<file path="src/rtl/pipelined_lead_normalizer_if.sv">
// Handshake bundle for pipelined_lead_normalizer: the input transaction channel and the result channel.
// The slave modport is the normaliser's view; master is the producer/consumer view.
interface pipelined_lead_normalizer_if #(
    parameter int WIDTH = 24,
    parameter int TAG_W = 4
);
    localparam int POS_W = $clog2(WIDTH);
    localparam int SH_W  = $clog2(WIDTH + 1);

    logic             in_valid;
    logic             in_ready;
    logic [WIDTH-1:0] in_value;
    logic             in_mode;
    logic [TAG_W-1:0] in_tag;

    logic             out_valid;
    logic             out_ready;
    logic             out_has_lead;
    logic [POS_W-1:0] out_position;
    logic [SH_W-1:0]  out_shift;
    logic [WIDTH-1:0] out_norm;
    logic [TAG_W-1:0] out_tag;

    modport master (
        output in_valid, in_value, in_mode, in_tag, out_ready,
        input  in_ready, out_valid, out_has_lead, out_position, out_shift, out_norm, out_tag
    );

    modport slave (
        input  in_valid, in_value, in_mode, in_tag, out_ready,
        output in_ready, out_valid, out_has_lead, out_position, out_shift, out_norm, out_tag
    );
endinterface

</file>
<file path="src/rtl/pipelined_lead_normalizer.sv">
// Back-pressured leading-one / leading-sign detector and left normaliser with a fixed PIPE_STAGES latency.
// The detection is evaluated ahead of stage 1 so every stage holds a finished result; port timing is unchanged.
module pipelined_lead_normalizer #(
    parameter int WIDTH       = 24,
    parameter int PIPE_STAGES = 2,
    parameter int TAG_W       = 4
) (
    input  logic clk,
    input  logic rst_n,
    input  logic flush,
    pipelined_lead_normalizer_if.slave bus
);
    localparam int POS_W = $clog2(WIDTH);
    localparam int SH_W  = $clog2(WIDTH + 1);

    typedef struct packed {
        logic             has_lead;
        logic [POS_W-1:0] position;
        logic [SH_W-1:0]  shift;
        logic [WIDTH-1:0] norm;
        logic [TAG_W-1:0] tag;
    } result_t;

    function automatic result_t detect(input logic [WIDTH-1:0] value,
                                       input logic             mode,
                                       input logic [TAG_W-1:0] tag);
        result_t r;
        // NOTE: every field gets a default before the conditional scans, so no path leaves one unassigned.
        r     = '0;
        r.tag = tag;
        if (!mode) begin
            r.shift = SH_W'(WIDTH);
            for (int i = 0; i < WIDTH; i++) begin
                if (value[i]) begin
                    r.has_lead = 1'b1;
                    r.position = POS_W'(i);
                    r.shift    = SH_W'(WIDTH - 1 - i);
                end
            end
        end else begin
            r.shift = SH_W'(WIDTH - 1);
            for (int i = 0; i < WIDTH - 1; i++) begin
                if (value[i] != value[WIDTH-1]) begin
                    r.has_lead = 1'b1;
                    r.position = POS_W'(i);
                    r.shift    = SH_W'(WIDTH - 2 - i);
                end
            end
        end
        r.norm = value << r.shift;
        return r;
    endfunction

    result_t                in_result;
    result_t                stage_data [PIPE_STAGES];
    logic [PIPE_STAGES-1:0] stage_valid;
    logic [PIPE_STAGES-1:0] stage_ready;

    assign in_result = detect(bus.in_value, bus.in_mode, bus.in_tag);

    // A stage can take new data unless it and every stage after it are full and the sink is stalled.
    always_comb begin
        logic all_full;
        all_full    = 1'b1;
        stage_ready = '0;
        for (int k = PIPE_STAGES - 1; k >= 0; k--) begin
            all_full       = all_full & stage_valid[k];
            stage_ready[k] = bus.out_ready || !all_full;
        end
    end

    assign bus.in_ready = stage_ready[0] && !flush;

    // NOTE: registered state is updated only with '<=' so every stage samples its predecessor's old value.
    always_ff @(posedge clk or negedge rst_n) begin
        if (!rst_n) begin
            stage_valid <= '0;
            // NOTE: the data registers are reset too, so the result ports read all-zero during and after reset.
            for (int k = 0; k < PIPE_STAGES; k++) begin
                stage_data[k] <= '0;
            end
        end else begin
            if (stage_ready[0]) begin
                stage_valid[0] <= bus.in_valid && !flush;
                if (bus.in_valid && !flush) begin
                    stage_data[0] <= in_result;
                end
            end
            for (int k = 1; k < PIPE_STAGES; k++) begin
                if (stage_ready[k]) begin
                    stage_valid[k] <= stage_valid[k-1];
                    if (stage_valid[k-1]) begin
                        stage_data[k] <= stage_data[k-1];
                    end
                end
            end
            if (flush) begin
                stage_valid <= '0;
            end
        end
    end

    assign bus.out_valid    = stage_valid[PIPE_STAGES-1];
    assign bus.out_has_lead = stage_data[PIPE_STAGES-1].has_lead;
    assign bus.out_position = stage_data[PIPE_STAGES-1].position;
    assign bus.out_shift    = stage_data[PIPE_STAGES-1].shift;
    assign bus.out_norm     = stage_data[PIPE_STAGES-1].norm;
    assign bus.out_tag      = stage_data[PIPE_STAGES-1].tag;
endmodule

</file>
<file path="src/flat_wrapper.sv">
// flat-port wrapper written by rule: the top's interface ports become plain ports
module pipelined_lead_normalizer_flat 
#(
    parameter int WIDTH       = 24,
    parameter int PIPE_STAGES = 2,
    parameter int TAG_W       = 4
)
  (clk, rst_n, flush, bus_in_valid, bus_in_value, bus_in_mode, bus_in_tag, bus_out_ready, bus_in_ready, bus_out_valid, bus_out_has_lead, bus_out_position, bus_out_shift, bus_out_norm, bus_out_tag);
  pipelined_lead_normalizer_if #(.WIDTH(WIDTH), .TAG_W(TAG_W)) bus_i ();
  input  logic clk;
  input  logic rst_n;
  input  logic flush;
  input wire logic [$bits(bus_i.in_valid)-1:0] bus_in_valid;
  input wire logic [$bits(bus_i.in_value)-1:0] bus_in_value;
  input wire logic [$bits(bus_i.in_mode)-1:0] bus_in_mode;
  input wire logic [$bits(bus_i.in_tag)-1:0] bus_in_tag;
  input wire logic [$bits(bus_i.out_ready)-1:0] bus_out_ready;
  output wire logic [$bits(bus_i.in_ready)-1:0] bus_in_ready;
  output wire logic [$bits(bus_i.out_valid)-1:0] bus_out_valid;
  output wire logic [$bits(bus_i.out_has_lead)-1:0] bus_out_has_lead;
  output wire logic [$bits(bus_i.out_position)-1:0] bus_out_position;
  output wire logic [$bits(bus_i.out_shift)-1:0] bus_out_shift;
  output wire logic [$bits(bus_i.out_norm)-1:0] bus_out_norm;
  output wire logic [$bits(bus_i.out_tag)-1:0] bus_out_tag;
  assign bus_i.in_valid = bus_in_valid;
  assign bus_i.in_value = bus_in_value;
  assign bus_i.in_mode = bus_in_mode;
  assign bus_i.in_tag = bus_in_tag;
  assign bus_i.out_ready = bus_out_ready;
  assign bus_in_ready = bus_i.in_ready;
  assign bus_out_valid = bus_i.out_valid;
  assign bus_out_has_lead = bus_i.out_has_lead;
  assign bus_out_position = bus_i.out_position;
  assign bus_out_shift = bus_i.out_shift;
  assign bus_out_norm = bus_i.out_norm;
  assign bus_out_tag = bus_i.out_tag;
  pipelined_lead_normalizer #(.WIDTH(WIDTH), .PIPE_STAGES(PIPE_STAGES), .TAG_W(TAG_W)) u_core (.clk(clk), .rst_n(rst_n), .flush(flush), .bus(bus_i));
endmodule
</file>
<file path="config.mk">
export PLATFORM = sky130hd
export DESIGN_NAME = pipelined_lead_normalizer_flat
export DESIGN_NICKNAME = d
export VERILOG_FILES = /design/src/rtl/pipelined_lead_normalizer_if.sv /design/src/rtl/pipelined_lead_normalizer.sv /design/src/flat_wrapper.sv
export SDC_FILE = /design/constraint.sdc
export NUM_CORES = 1
export LEC_CHECK = 0
export BUFFER_PORTS_ARGS = -buffer_cell sky130_fd_sc_hd__buf_2
export CAP_MARGIN = 10
export CORE_MARGIN = 5
export CORE_UTILIZATION = 30
export CTS_CLUSTER_SIZE = 30
export DETAILED_ROUTE_END_ITERATION = 10
export SLEW_MARGIN = 20
export SYNTH_ARGS = -nofsm -noshare
export SYNTH_HDL_FRONTEND = slang
export SYNTH_SLANG_ARGS = --single-unit
</file>
<file path="constraint.sdc">
create_clock -name clk -period 6.65 [get_ports clk]
set_clock_uncertainty 0.1 [all_clocks]
set_input_delay 1.33 -clock clk [delete_from_list [all_inputs] [get_ports clk]]
set_output_delay 1.33 -clock clk [all_outputs]
set_load 0.01 [all_outputs]
</file>
==> flow_metrics.env <==
export IMPL_intPower_uw=1045
export IMPL_synth_area_leaders="dfrtp_1 35%, mux2_2 9.2%, mux2i_1 7.7%, buf_4 5.6%, nand2_1 4.5%"
export IMPL_globalplace_congestion=0.8868
export IMPL_tns_ns=0
export IMPL_ios=75
export IMPL_cts_root_buf="clkbuf_16"
export IMPL_ys_seq_elements=80
export IMPL_clock_path_buffers=2
export IMPL_final_common_cell="dfrtp_1"
export IMPL_clock_sinks=80
export IMPL_use_met1_pct=20.75
export IMPL_grt_usage_pct=13.98
export IMPL_grt_max_degree=81
export IMPL_hold_class="reg2reg"
export IMPL_yosys_warnings=0
export IMPL_yosysTopAreaCellShare_pct=34.92
export IMPL_synth_top_area_cell="dfrtp_1"
export IMPL_hpwlAfterDp_um=11450
export IMPL_syn_avg_cell_area_um2=8.888
export IMPL_comb_power_share_pct=27.8
export IMPL_drc=0
export IMPL_end_kind="register"
export IMPL_post_cts_buffers=0
export IMPL_power_density_nw_per_um2=243.4
export IMPL_hold_violations=0
export IMPL_leakage_uw=0.002736
export IMPL_route_vias_total=4818
export IMPL_die_w_um=148.2
export IMPL_ant_nets=0
export IMPL_via_per_inst=5.450
export IMPL_sw_frac_of_total_pct=30.99
export IMPL_clk_pin_slew_ns=0.06
export IMPL_cts_htree_levels=3
export IMPL_critical_path_class="in2reg"
export IMPL_power_uw=1514
export IMPL_grt_pass1_vias=4566
export IMPL_overflow=0
export IMPL_tightestPinTransition_ns=0.9752
export IMPL_synth_main_ff_cell="dfrtp_1"
export IMPL_setup_viol=0
export IMPL_slew_headroom_pct=34.98
export IMPL_area_delta_synth_final_pct=8.512
export IMPL_antenna_cells=0
export IMPL_synth_edff_count=0
export IMPL_antenna_found_initial=0
export IMPL_syn_area_um2=5733
export IMPL_die_y_um=148.2
export IMPL_clkPwrFrac_pct=30.4
export IMPL_worstPathArrival_ns=4.90
export IMPL_routed_wl_um=15480
export IMPL_cts_buffers=9
export IMPL_hold_buffers=0
export IMPL_period_share_pct=71.82
export IMPL_core_area_um2=18770
export IMPL_grt_pass1_wl_um=25030
export IMPL_grtUsageMet2_pct=20.96
export IMPL_met3_usage_pct=2.285
export IMPL_clkLatencyLatePin_ns=0.33
export IMPL_rsz0062_at_grt="no"
export IMPL_clock_fmax_mhz=209.4
export IMPL_synth_cells=645
export IMPL_syn_num_nets=679
export IMPL_fp_row_count=50
export IMPL_cts_tree="done"
export IMPL_cts_resized=0
export IMPL_drt_pre_antenna_iters=7
export IMPL_final_max_slew_viol_count=0
export IMPL_ys_seq_area_share_pct=34.92
export IMPL_grt_busiest_layer="met2"
export IMPL_port_buffers=74
export IMPL_layout_common_cells="80 x dfrtp_1, 73 x buf_2, 68 x nand2_1, 47 x mux2_2, 44 x mux2i_1"
export IMPL_drv_cap=0
export IMPL_status="complete, no violations"
export IMPL_min_period_ns=4.776
export IMPL_wire_per_inst_um=17.51
export IMPL_drive_above_1_share_pct=25.08
export IMPL_final_util_pct=33.15
export IMPL_critPathLaunchType="input port"
export IMPL_required_ns=6.77
export IMPL_finalNetCount=679
export IMPL_die_area_um2=21980
export IMPL_ir_worst_vdd_uv=131.9
export IMPL_synthDistinctLibCells=67
export IMPL_start_util_pct=30.55
export IMPL_seqPwrFrac_pct=41.8
export IMPL_drtIter0Drc=373
export IMPL_switching_power_uw=469.1
export IMPL_crit_fanout=37
export IMPL_async_reset_ff_share_pct=100.0
synthesized netlist by cell type (all sizes together), types with 8 or more instances:
cell type,number
buf,58
a22oi,9
o21ai,34
inv,14
nand2,68
nor4,9
nand3,18
a21oi,27
o31ai,12
clkbuf,37
nor3,18
dfrtp,80
o211ai,8
nor2,38
a22o,9
mux2i,44
or3,11
mux2,48
or2,8
worst paths after layout:
kind | start | end | slack (ns) | cells past startpoint
worst min register to register | u_core.stage_data[69] | u_core.stage_data[69] | 0.38 | 2
min in group asynchronous | rst_n | u_core.bus.out_tag[1] | 0.92 | 1
worst min-delay path | u_core.stage_data[69] | u_core.stage_data[69] | 0.38 | 2
max in group asynchronous | rst_n | u_core.bus.out_norm[15] | 5.04 | 1
worst max register to register | u_core.stage_valid[1] | u_core.stage_data[63] | 3.73 | 9
worst max-delay path | bus_in_value[23] | u_core.stage_data[57] | 1.87 | 12
through the flow:
stage	instances	hold WS (ns)	cell area (um^2)	worst slack, ns
floorplan	645	0.3417	5733	2.380
global placement	867	0.3553	5921	1.551
detailed placement	867	0.3589	5921	1.497
CTS	883	0.3745	6206	1.854
global route	884	0.3919	6221	1.653
finish	884	0.3752	6221	1.874
state kept, by name, indices dropped and copies added, names as in the netlist:
register and cells:
u_core.bus.out_has_lead 1, u_core.stage_data 39, u_core.stage_valid 2, u_core.bus.out_shift 5, u_core.bus.out_norm 24, u_core.bus.out_tag 4
u_core.bus.out_position 5
power by group through the flow:
stage	sequential (uW)	combinational [uW]	clock, uW
after floorplan	627	365	0
after global placement	641	420	0
after detailed placement	644	424	0
after CTS	634	426	476
after global routing	646	464	496
final	633	422	460
metal layers:
layer  part of all wire (%)  routed length [um]
met5                      0                   0
met4                    1.7                 259
met3                    5.8                 895
met2                     44                6763
met1                     49                7562
worst max-delay path: stages:
cell and delay, ns:
buf_2 0.31, or2_2 0.40, a2111oi_0 0.46, o22a_1 0.24, o31ai_2 0.09, a21boi_2 0.36
or2_1 0.27, buf_4 0.37, o21ai_0 0.25, mux2_2 0.35, mux2_2 0.26, a22o_1 0.19
logic make-up (layout without fill, tap and decap cells):
kind of cell	Yosys count	in the layout	share of synthesized area [%]
flip-flops	80	80	34.92
AO/OA/AOI/OAI	158	158	19.25
buffers and inverters	109	114	10.63
AND/OR/NAND/NOR	201	201	16.78
XOR/XNOR	3	3	0.4584
multiplexers	94	94	17.96
final cells by class:
cell class                 instances  area (um^2)
sequential                        80         2002
inverter                          14        52.55
tap                              234        292.8
multi-input combinational        456         3133
timing repair buffer              84        455.4
fill                            1978        12550
clock buffer                      12        256.5
clock inverter                     4        28.78
Power figures use the tool's default switching activity.
